[config.mk]
export PLATFORM = sky130hd
export DESIGN_NAME = fg_fetch_responder
export DESIGN_NICKNAME = d
export VERILOG_FILES = /design/src/rtl/fg_fetch_responder.sv
export SDC_FILE = /design/constraint.sdc
export NUM_CORES = 1
export LEC_CHECK = 0
export ABC_AREA = 1
export BUFFER_PORTS_ARGS = -buffer_cell sky130_fd_sc_hd__buf_2
export CAP_MARGIN = 25
export CORE_AREA = 2 2 125 115
export CTS_CLUSTER_SIZE = 10
export DETAILED_ROUTE_END_ITERATION = 8
export DIE_AREA = 0 0 127 117
export PLACE_DENSITY = 0.64
export SKIP_LAST_GASP = 1
export SYNTH_ARGS = -nofsm -noshare
export SYNTH_HDL_FRONTEND = slang
export SYNTH_SLANG_ARGS = --single-unit
export TNS_END_PERCENT = 1
[constraint.sdc]
create_clock -name clk -period 6.3 [get_ports clk]
set_input_delay 0.945 -clock clk [delete_from_list [all_inputs] [get_ports clk]]
set_output_delay 0.945 -clock clk [all_outputs]
set_load 0.05 [all_outputs]
[src/rtl/fg_fetch_responder.sv]
// ============================================================================
// fg_fetch_responder
// ----------------------------------------------------------------------------
// Purpose:
//   Answers one foreground-pixel request per background pixel slot with a
//   fixed response delay of SRAM_READ_LATENCY+2 cycles after the request is
//   presented. In-frame active requests read the foreground SRAM. All other
//   requests are answered as "skip" without touching the SRAM. A single-entry
//   write holding register lets a frame writer update the SRAM. It uses any
//   cycle in which no read is being issued.
//
// Optional feature (compile-time):
//   FG_RESPONDER_TEST_PATTERN_EN - adds input ctrl_test_pattern. When it is
//   sampled high with a read request, the response carries a coordinate
//   pattern {x[4:0], y[5:0], x[9:5]} instead of SRAM data. The SRAM is still
//   read and the latency is unchanged.
//
// Ports:
//   clk, rst            rising-edge clock, asynchronous active-high reset
//   req_strobe          one request slot, every strobe gets one response
//   req_active          fetch wanted (low = answer with skip)
//   req_x, req_y        signed PRECISION+1 bit foreground coordinate
//   fg_pixel_out        returned pixel (holds between responses)
//   fg_pixel_skip       response carries no valid pixel
//   fg_pixel_ready      response valid this cycle
//   sram_addr/rd/we     SRAM word address and strobes (never rd and we at once)
//   sram_wdata          SRAM write data
//   sram_rdata          SRAM read data, valid SRAM_READ_LATENCY cycles after
//                       the address is sampled
//   wr_valid/wr_ready   frame-writer handshake
//   wr_addr/wr_data     frame-writer address and data
// ============================================================================
module fg_fetch_responder #(
    parameter int PIXEL_SIZE        = 16,
    parameter int PRECISION         = 11,
    parameter int RESOLUTION_X      = 800,
    parameter int RESOLUTION_Y      = 600,
    parameter int ADDR_WIDTH        = 19,
    parameter int SRAM_READ_LATENCY = 1
) (
    input  logic                         clk,
    input  logic                         rst,
`ifdef FG_RESPONDER_TEST_PATTERN_EN
    input  logic                         ctrl_test_pattern,
`endif
    input  logic                         req_strobe,
    input  logic                         req_active,
    input  logic signed [PRECISION:0]    req_x,
    input  logic signed [PRECISION:0]    req_y,
    output logic [PIXEL_SIZE-1:0]        fg_pixel_out,
    output logic                         fg_pixel_skip,
    output logic                         fg_pixel_ready,
    output logic [ADDR_WIDTH-1:0]        sram_addr,
    output logic                         sram_rd,
    output logic                         sram_we,
    output logic [PIXEL_SIZE-1:0]        sram_wdata,
    input  logic [PIXEL_SIZE-1:0]        sram_rdata,
    input  logic                         wr_valid,
    output logic                         wr_ready,
    input  logic [ADDR_WIDTH-1:0]        wr_addr,
    input  logic [PIXEL_SIZE-1:0]        wr_data
);

    // Slot k is loaded at the capture edge E0 and reaches index k at edge Ek.
    // The last index is the registered response flag itself.
    localparam int RLAT  = SRAM_READ_LATENCY;
    localparam int DEPTH = SRAM_READ_LATENCY + 2;

    logic [DEPTH-1:0]       slot_vld;
    logic [DEPTH-1:0]       slot_skip;

    logic                   hold_vld;
    logic [ADDR_WIDTH-1:0]  hold_addr;
    logic [PIXEL_SIZE-1:0]  hold_data;

    logic [31:0]            x_ext;
    logic [31:0]            y_ext;
    logic [31:0]            addr_full;
    logic                   x_ok;
    logic                   y_ok;
    logic                   rd_issue;
    logic                   skip_issue;
    logic                   drain;
    logic [PIXEL_SIZE-1:0]  resp_rd_data;

    // Request decode. The sign bit is checked first, so the zero-extended
    // magnitude compare is only trusted for non-negative coordinates.
    always_comb begin
        x_ext      = 32'($unsigned(req_x));
        y_ext      = 32'($unsigned(req_y));
        x_ok       = !req_x[PRECISION] && (x_ext < 32'(RESOLUTION_X));
        y_ok       = !req_y[PRECISION] && (y_ext < 32'(RESOLUTION_Y));
        rd_issue   = req_strobe && req_active && x_ok && y_ok;
        skip_issue = req_strobe && !rd_issue;
        addr_full  = y_ext * 32'(RESOLUTION_X) + x_ext;
        // A read always wins the SRAM port; the pending write waits.
        drain      = hold_vld && !rd_issue;
    end

`ifdef FG_RESPONDER_TEST_PATTERN_EN
    // The pattern travels with the request so that it lines up with the SRAM
    // data of the same slot. It is pure data, so it has no reset.
    logic [PIXEL_SIZE-1:0] pat_p [RLAT+1];
    logic [RLAT:0]         tp_p;

    always_ff @(posedge clk) begin
        pat_p[0] <= PIXEL_SIZE'({req_x[4:0], req_y[5:0], req_x[9:5]});
        tp_p[0]  <= ctrl_test_pattern;
        for (int i = 1; i <= RLAT; i++) begin
            pat_p[i] <= pat_p[i-1];
            tp_p[i]  <= tp_p[i-1];
        end
    end

    assign resp_rd_data = tp_p[RLAT] ? pat_p[RLAT] : sram_rdata;
`else
    assign resp_rd_data = sram_rdata;
`endif

    // ---- capture edge E0 through response edge E(RLAT+1) ----
    always_ff @(posedge clk or posedge rst) begin
        if (rst) begin
            slot_vld     <= '0;
            slot_skip    <= '0;
            fg_pixel_out <= '0;
            sram_rd      <= 1'b0;
            sram_we      <= 1'b0;
            sram_addr    <= '0;
            sram_wdata   <= '0;
            hold_vld     <= 1'b0;
            hold_addr    <= '0;
            hold_data    <= '0;
        end else begin
            slot_vld  <= {slot_vld[DEPTH-2:0], req_strobe};
            slot_skip <= {slot_skip[DEPTH-2:0], skip_issue};

            // Index DEPTH-2 is the slot whose SRAM data is valid at this edge.
            if (slot_vld[DEPTH-2]) begin
                fg_pixel_out <= slot_skip[DEPTH-2] ? '0 : resp_rd_data;
            end

            sram_rd <= rd_issue;
            sram_we <= drain;
            if (rd_issue) begin
                sram_addr <= addr_full[ADDR_WIDTH-1:0];
            end else if (drain) begin
                sram_addr  <= hold_addr;
                sram_wdata <= hold_data;
            end

            // wr_ready is low while the holding register is full. This
            // rules out a refill on the drain edge itself.
            if (drain) begin
                hold_vld <= 1'b0;
            end else if (wr_valid && !hold_vld) begin
                hold_vld  <= 1'b1;
                hold_addr <= wr_addr;
                hold_data <= wr_data;
            end
        end
    end

    assign fg_pixel_ready = slot_vld[DEPTH-1];
    assign fg_pixel_skip  = slot_skip[DEPTH-1];
    assign wr_ready       = !hold_vld;

endmodule

==> out/metrics.yaml, run 1 <==
top_level_ports: 136
critical_path_sink_type: "register"
slew_viol_final: 0
final_design_area_excluding_fillers_um2: 6389
tightest_pin_transition_ns: 0.8644
globalplace.congestion: 0.8160
final_hold_viol_count: 0
cp.arrival_ns: 3.94
power.ir.vdd_worst_uv: 174.8
outcome: "completed"
cts_setup_buffers: 0
finalSetupTns_ns: 0
maxCapViolations: 0
critPathMaxStageDelay_ns: 0.46
fin_ws_ns: 2.576
post-route-period-util_pct: 59.12
post_route_cells_drive_above_1_share_pct: 24.97
synthesis.yosys.warnings: 0
routed_via_density: 4.601
dpl-instance-area_um2: 6111
critPathMostFrequentCell: "ha_1"
cts.reportedPaths.clkPinSlew_ns: 0.06
dieHeight_um: 117
route.final.wire_length_um: 11710
critPathTopFamily: "adder cells"
drt_drc: 0
global_route_wire_length_before_repair_um: 19200
avg_synthesized_cell_area_um2: 8.531
die_width_um: 127
clock_skew_ns: 0.004212
synth_seq_cells: 95
grt_use_met3_pct: 4.500
num_vias: 4274
hold_class: "register to register"
final_antenna_net_count: 0
highest_clock_frequency_the_design_can_meet_mhz: 268.5
wl_per_cell_um: 12.60
timing.final.crit_period_ns: 3.724
antenna_cells_inserted: 0
grt_util_met1_pct: 21.90
total_power_draw_mw: 1.982
gr-usage-met2_pct: 26.56
synth_to_final_area_change_pct: 20.60
rsz_0062_raised_after_global_routing: "false"
total_leakage_power_nw: 3.512
starting_density_pct: 38.82
cts_inserted_buffers: 9
path_max_fanout: 5
post_cts_resized: 0
place.detailed.instances: 913
crit_required_ns: 6.52
timing.hold.ws_ns: 0.3453
gr-max-usage-layer: "met2"
worstPathCellList: "buf_2, ha_1, ha_1, fa_1, ha_1, xnor2_1, ha_1, nand2_1, nor3_1, nand2_1, nand3_1, nand3_2, nor2_2, nand2_1, nand3_1, nand3_1"
detailedPlacementHpwl_um: 8850
h-tree-depth: 3
number_of_detailed_routing_iterations_run_before_antenna_repair: 4
grt_max_degree: 66
root_buffer_cell: "clkbuf_16"
clock_insertion_delay_worst_skew_ns: 0.34
clock_path_buffers: 2
vias_in_the_first_global_route: 3945
netlist_instances: 621
detail_route.iter0.violations: 224
grt_antenna_before_repair: 0
synthesis.area_um2: 5298
crit_path_top_delay_cell: "fa_1"
share_of_synthesized_area_occupied_by_flip_flops_and_latches_pct: 44.87
synth.distinct_cells: 35
grt.overflow.total: 0
cts.sink_count: 95
buffer_ports.inserted: 135
number_of_endpoints_failing_setup_at_the_final_stage: 0
most-common-layout-cells: "buf_2, nand2_1, inv_1, dfrtp_1, nand3_1"
layoutNonFillerInstCount: 929
worstSetupStartpointType: "input pin"
worst_slew_margin_rel_pct: 42.37
gr-usage-all-layers_pct: 16.22
final_common_cell: "buf_2"
placementRows: 41
post-route-util_pct: 46.82
core_um2: 13650
timing.critical_path.buf_inv: 1
power-per-cell-area_nw_per_um2: 310.3
syn-num-nets: 749
worst-setup-path-type: "input pin to register"
area_of_the_die_um2: 14860
nNetsFinal: 880
detailedPlace.worstSlack_ns: 2.240
tritoncts_clock_tree: "done"
postCtsHoldBufs: 0
worst paths after layout:
kind	start	end	slack, ns	cells past startpoint
worst max-delay path	req_y[2]	sram_addr[16]	2.58	16
worst min-delay path	slot_vld[0]	slot_vld[1]	0.35	0
max in group asynchronous	rst	sram_addr[8]	4.55	3
min in group asynchronous	rst	sram_wdata[9]	0.60	2
worst min register to register	slot_vld[0]	slot_vld[1]	0.35	0
worst max register to register	hold_vld	sram_addr[7]	4.75	4
cell families (layout without fill, tap and decap cells):
kind of cell	after synthesis	in the layout	share of synthesized area (%)
xor gates and xnor gates	7	7	1.299
muxes	14	14	2.976
adders and majority gates	48	48	12.47
and+or+nand+nor	241	241	19.72
AOI/OAI and AO/OA	84	84	8.385
buffers and inverters	132	268	10.27
DFF	95	95	44.87
metal layers:
metal  wire [um]  part of all wire (%)  vias up
met1        5688                    49     1944
met4          70                  0.60        0
met2        5342                    46      107
met3         604                   5.2        6
li1            -                     -     2217
met5           0                     0        -
cell usage after synthesis (all sizes together):
cell type | number | share of area (%)
inv | 115 | 8.2
nand2 | 141 | 10
xnor2 | 4 | 0.66
a31oi | 1 | 0.12
nor3 | 2 | 0.28
mux2 | 14 | 3.0
a21boi | 1 | 0.14
fa | 8 | 3.0
o21bai | 2 | 0.28
o311ai | 1 | 0.17
dfrtp | 95 | 45
a21oi | 33 | 3.1
buf | 10 | 1.4
o211ai | 3 | 0.43
nand4 | 1 | 0.12
nor2 | 41 | 3.1
xor2 | 3 | 0.64
nand3b | 2 | 0.28
o21ai | 42 | 4.0
clkbuf | 7 | 0.68
nand3 | 54 | 5.5
o221ai | 1 | 0.17
ha | 40 | 9.4
state kept, by name (all words and copies together), names as in the netlist:
register and cells:
hold_vld 1, sram_we 1, sram_wdata 16, fg_pixel_out 16
slot_vld 3, sram_addr 19, hold_addr 19, slot_skip 3
sram_rd 1, hold_data 16
power breakdown:
group | internal, mW | switching [mW]
sequential | 0.695 | 0.0400
clock | 0.288 | 0.217
combinational | 0.223 | 0.519
total | 1.21 | 0.776
area by class of cell:
class / count / area, um^2
inverters: 115 / 436.7
clock inverters: 3 / 17.52
multi-input cells: 394 / 2379
fillers: 1369 / 7257
clock buffers: 13 / 260.3
repair buffers: 137 / 703.2
well taps: 172 / 215.2
flip-flops and latches: 95 / 2377
worst register-to-register path, cell delays in order (launching register included):
cell and delay, ns:
dfrtp_1 0.43, nand2_2 0.52, inv_4 0.21, nand2_1 0.11, o311ai_0 0.14
(Power assumes the default switching activity.)
==> run 2: changes to the inputs <==
Clock period 6.3 ns to 3.6 ns, I/O delays scaled along.
==> out/metrics.yaml, run 2 (synthesis gave the netlist of run 1 again) <==
total_power_draw_mw: 3.590
critical_path_sink_type: "register"
total_leakage_power_nw: 3.534
detail_route.iter0.violations: 206
clock_path_buffers: 2
top_regs: "hold_addr (19), sram_addr (19)"
route.final.wire_length_um: 11480
starting_density_pct: 38.82
gr-usage-all-layers_pct: 15.93
core_um2: 13650
tritoncts_clock_tree: "done"
final_common_cell: "buf_2"
wl_per_cell_um: 12.33
synth_to_final_area_change_pct: 21.47
detailedPlace.worstSlack_ns: -0.02835
ff2ff_path_depth: 5
post-route-period-util_pct: 91.41
postCtsHoldBufs: 0
final_antenna_net_count: 0
h-tree-depth: 3
routed_via_density: 4.568
number_of_detailed_routing_iterations_run_before_antenna_repair: 4
rsz_0062_raised_after_global_routing: "false"
root_buffer_cell: "clkbuf_16"
cp.arrival_ns: 3.51
number_of_endpoints_failing_setup_at_the_final_stage: 0
antenna_cells_inserted: 0
nNetsFinal: 883
cts.reportedPaths.clkPinSlew_ns: 0.06
cts_inserted_buffers: 9
slew_viol_final: 0
cts_setup_buffers: 0
finalSetupTns_ns: 0
maxCapViolations: 0
post_cts_resized: 0
hold_class: "input pin to asynchronous set/reset pin"
grt_max_degree: 61
grt_antenna_before_repair: 0
highest_clock_frequency_the_design_can_meet_mhz: 303.9
die_width_um: 127
post_route_cells_drive_above_1_share_pct: 25.16
buffer_ports.inserted: 135
detailedPlacementHpwl_um: 8861
vias_in_the_first_global_route: 4121
top_level_ports: 136
reg2reg_setup_slack_ns: 1.88
clock_insertion_delay_worst_skew_ns: 0.33
drt_drc: 0
globalplace.congestion: 0.8009
power-per-cell-area_nw_per_um2: 557.9
dieHeight_um: 117
num_vias: 4253
post-route-util_pct: 47.16
cts.sink_count: 95
outcome: "completed"
reg2reg_from: "hold_vld"
area_of_the_die_um2: 14860
power.ir.vdd_worst_uv: 284.3
tightest_pin_transition_ns: 0.8520
worst_r2r_endpoint: "hold_data[7]"
most-common-layout-cells: "buf_2, nand2_1, inv_1, dfrtp_1, nand3_1"
crit_required_ns: 3.82
worstSetupStartpointType: "input pin"
worst_slew_margin_rel_pct: 43.20
grt.overflow.total: 0
final_hold_viol_count: 0
path_max_fanout: 5
placementRows: 41
timing.final.crit_period_ns: 3.291
worst-setup-path-type: "input pin to register"
clock_skew_ns: 0.008233
global_route_wire_length_before_repair_um: 19220
timing.hold.ws_ns: 0.3343
fin_ws_ns: 0.3093
[run 2: cell types whose count changed in the layout (fill, tap and decap cells not counted)]
| cell | delta |
|---|---|
| buf_12 | -1 |
| bufinv_16 | +2 |
| buf_4 | +4 |
| clkbuf_8 | -1 |
| clkinv_2 | -2 |
[run 2: worst max path at each step]
| stage | from | to | slack (ns) |
|---|---|---|---|
| 6_report | req_y[1] | sram_addr[18] | 0.31 |
| 5_1_grt | req_y[1] | sram_addr[18] | 0.06 |
| 4_1_cts | req_y[1] | sram_addr[18] | 0.31 |
| 3_5_place_dp | req_y[1] | sram_addr[18] | -0.03 |
| 3_3_place_gp | req_y[1] | sram_addr[18] | 0.07 |
| 2_1_floorplan | req_y[2] | sram_addr[18] | 0.29 |
[run 2: cell type report]
class,instances,area (um^2)
clock buffers,12,246.5
clock inverters,3,67.56
fillers,1381,7211
inverters,115,436.7
multi-input cells,394,2379
flip-flops and latches,95,2377
well taps,172,215.2
repair buffers,140,713.2
[run 2: per-layer routing]
| metal | vias to the layer above | routed length, um | global-route usage, % | share of wire (%) |
|---|---|---|---|---|
| li1 | 2219 | - | - | - |
| met1 | 1923 | 5571 | 21.75 | 49 |
| met2 | 104 | 5147 | 26.13 | 45 |
| met3 | 7 | 676 | 4.318 | 5.9 |
| met4 | 0 | 87 | 2.637 | 0.76 |
| met5 | - | 0 | 0 | 0 |
[run 2: power by group]
part | internal [mW] | switching (mW)
registers | 1.22 | 0.0704
logic | 0.399 | 0.901
clock network | 0.625 | 0.378
total | 2.24 | 1.35
[run 2: critical path, stage by stage]
cell and delay [ns]:
buf_2 0.13, ha_1 0.30, ha_1 0.31, ha_1 0.30, inv_1 0.06, fa_1 0.53
inv_1 0.04, ha_1 0.33, nand2_1 0.10, nor3_1 0.14, nand2_1 0.08, nand3_1 0.13
nand3_2 0.13, nor2_2 0.17, nand3_1 0.09, nand3_1 0.09, nand2_1 0.05
[run 2: stage by stage]
stage / instance area [um^2] / cells
global route: 6435 / 931
finish: 6435 / 931
detailed placement: 6121 / 916
floorplan: 5298 / 621
global placement: 6121 / 916
CTS: 6435 / 931
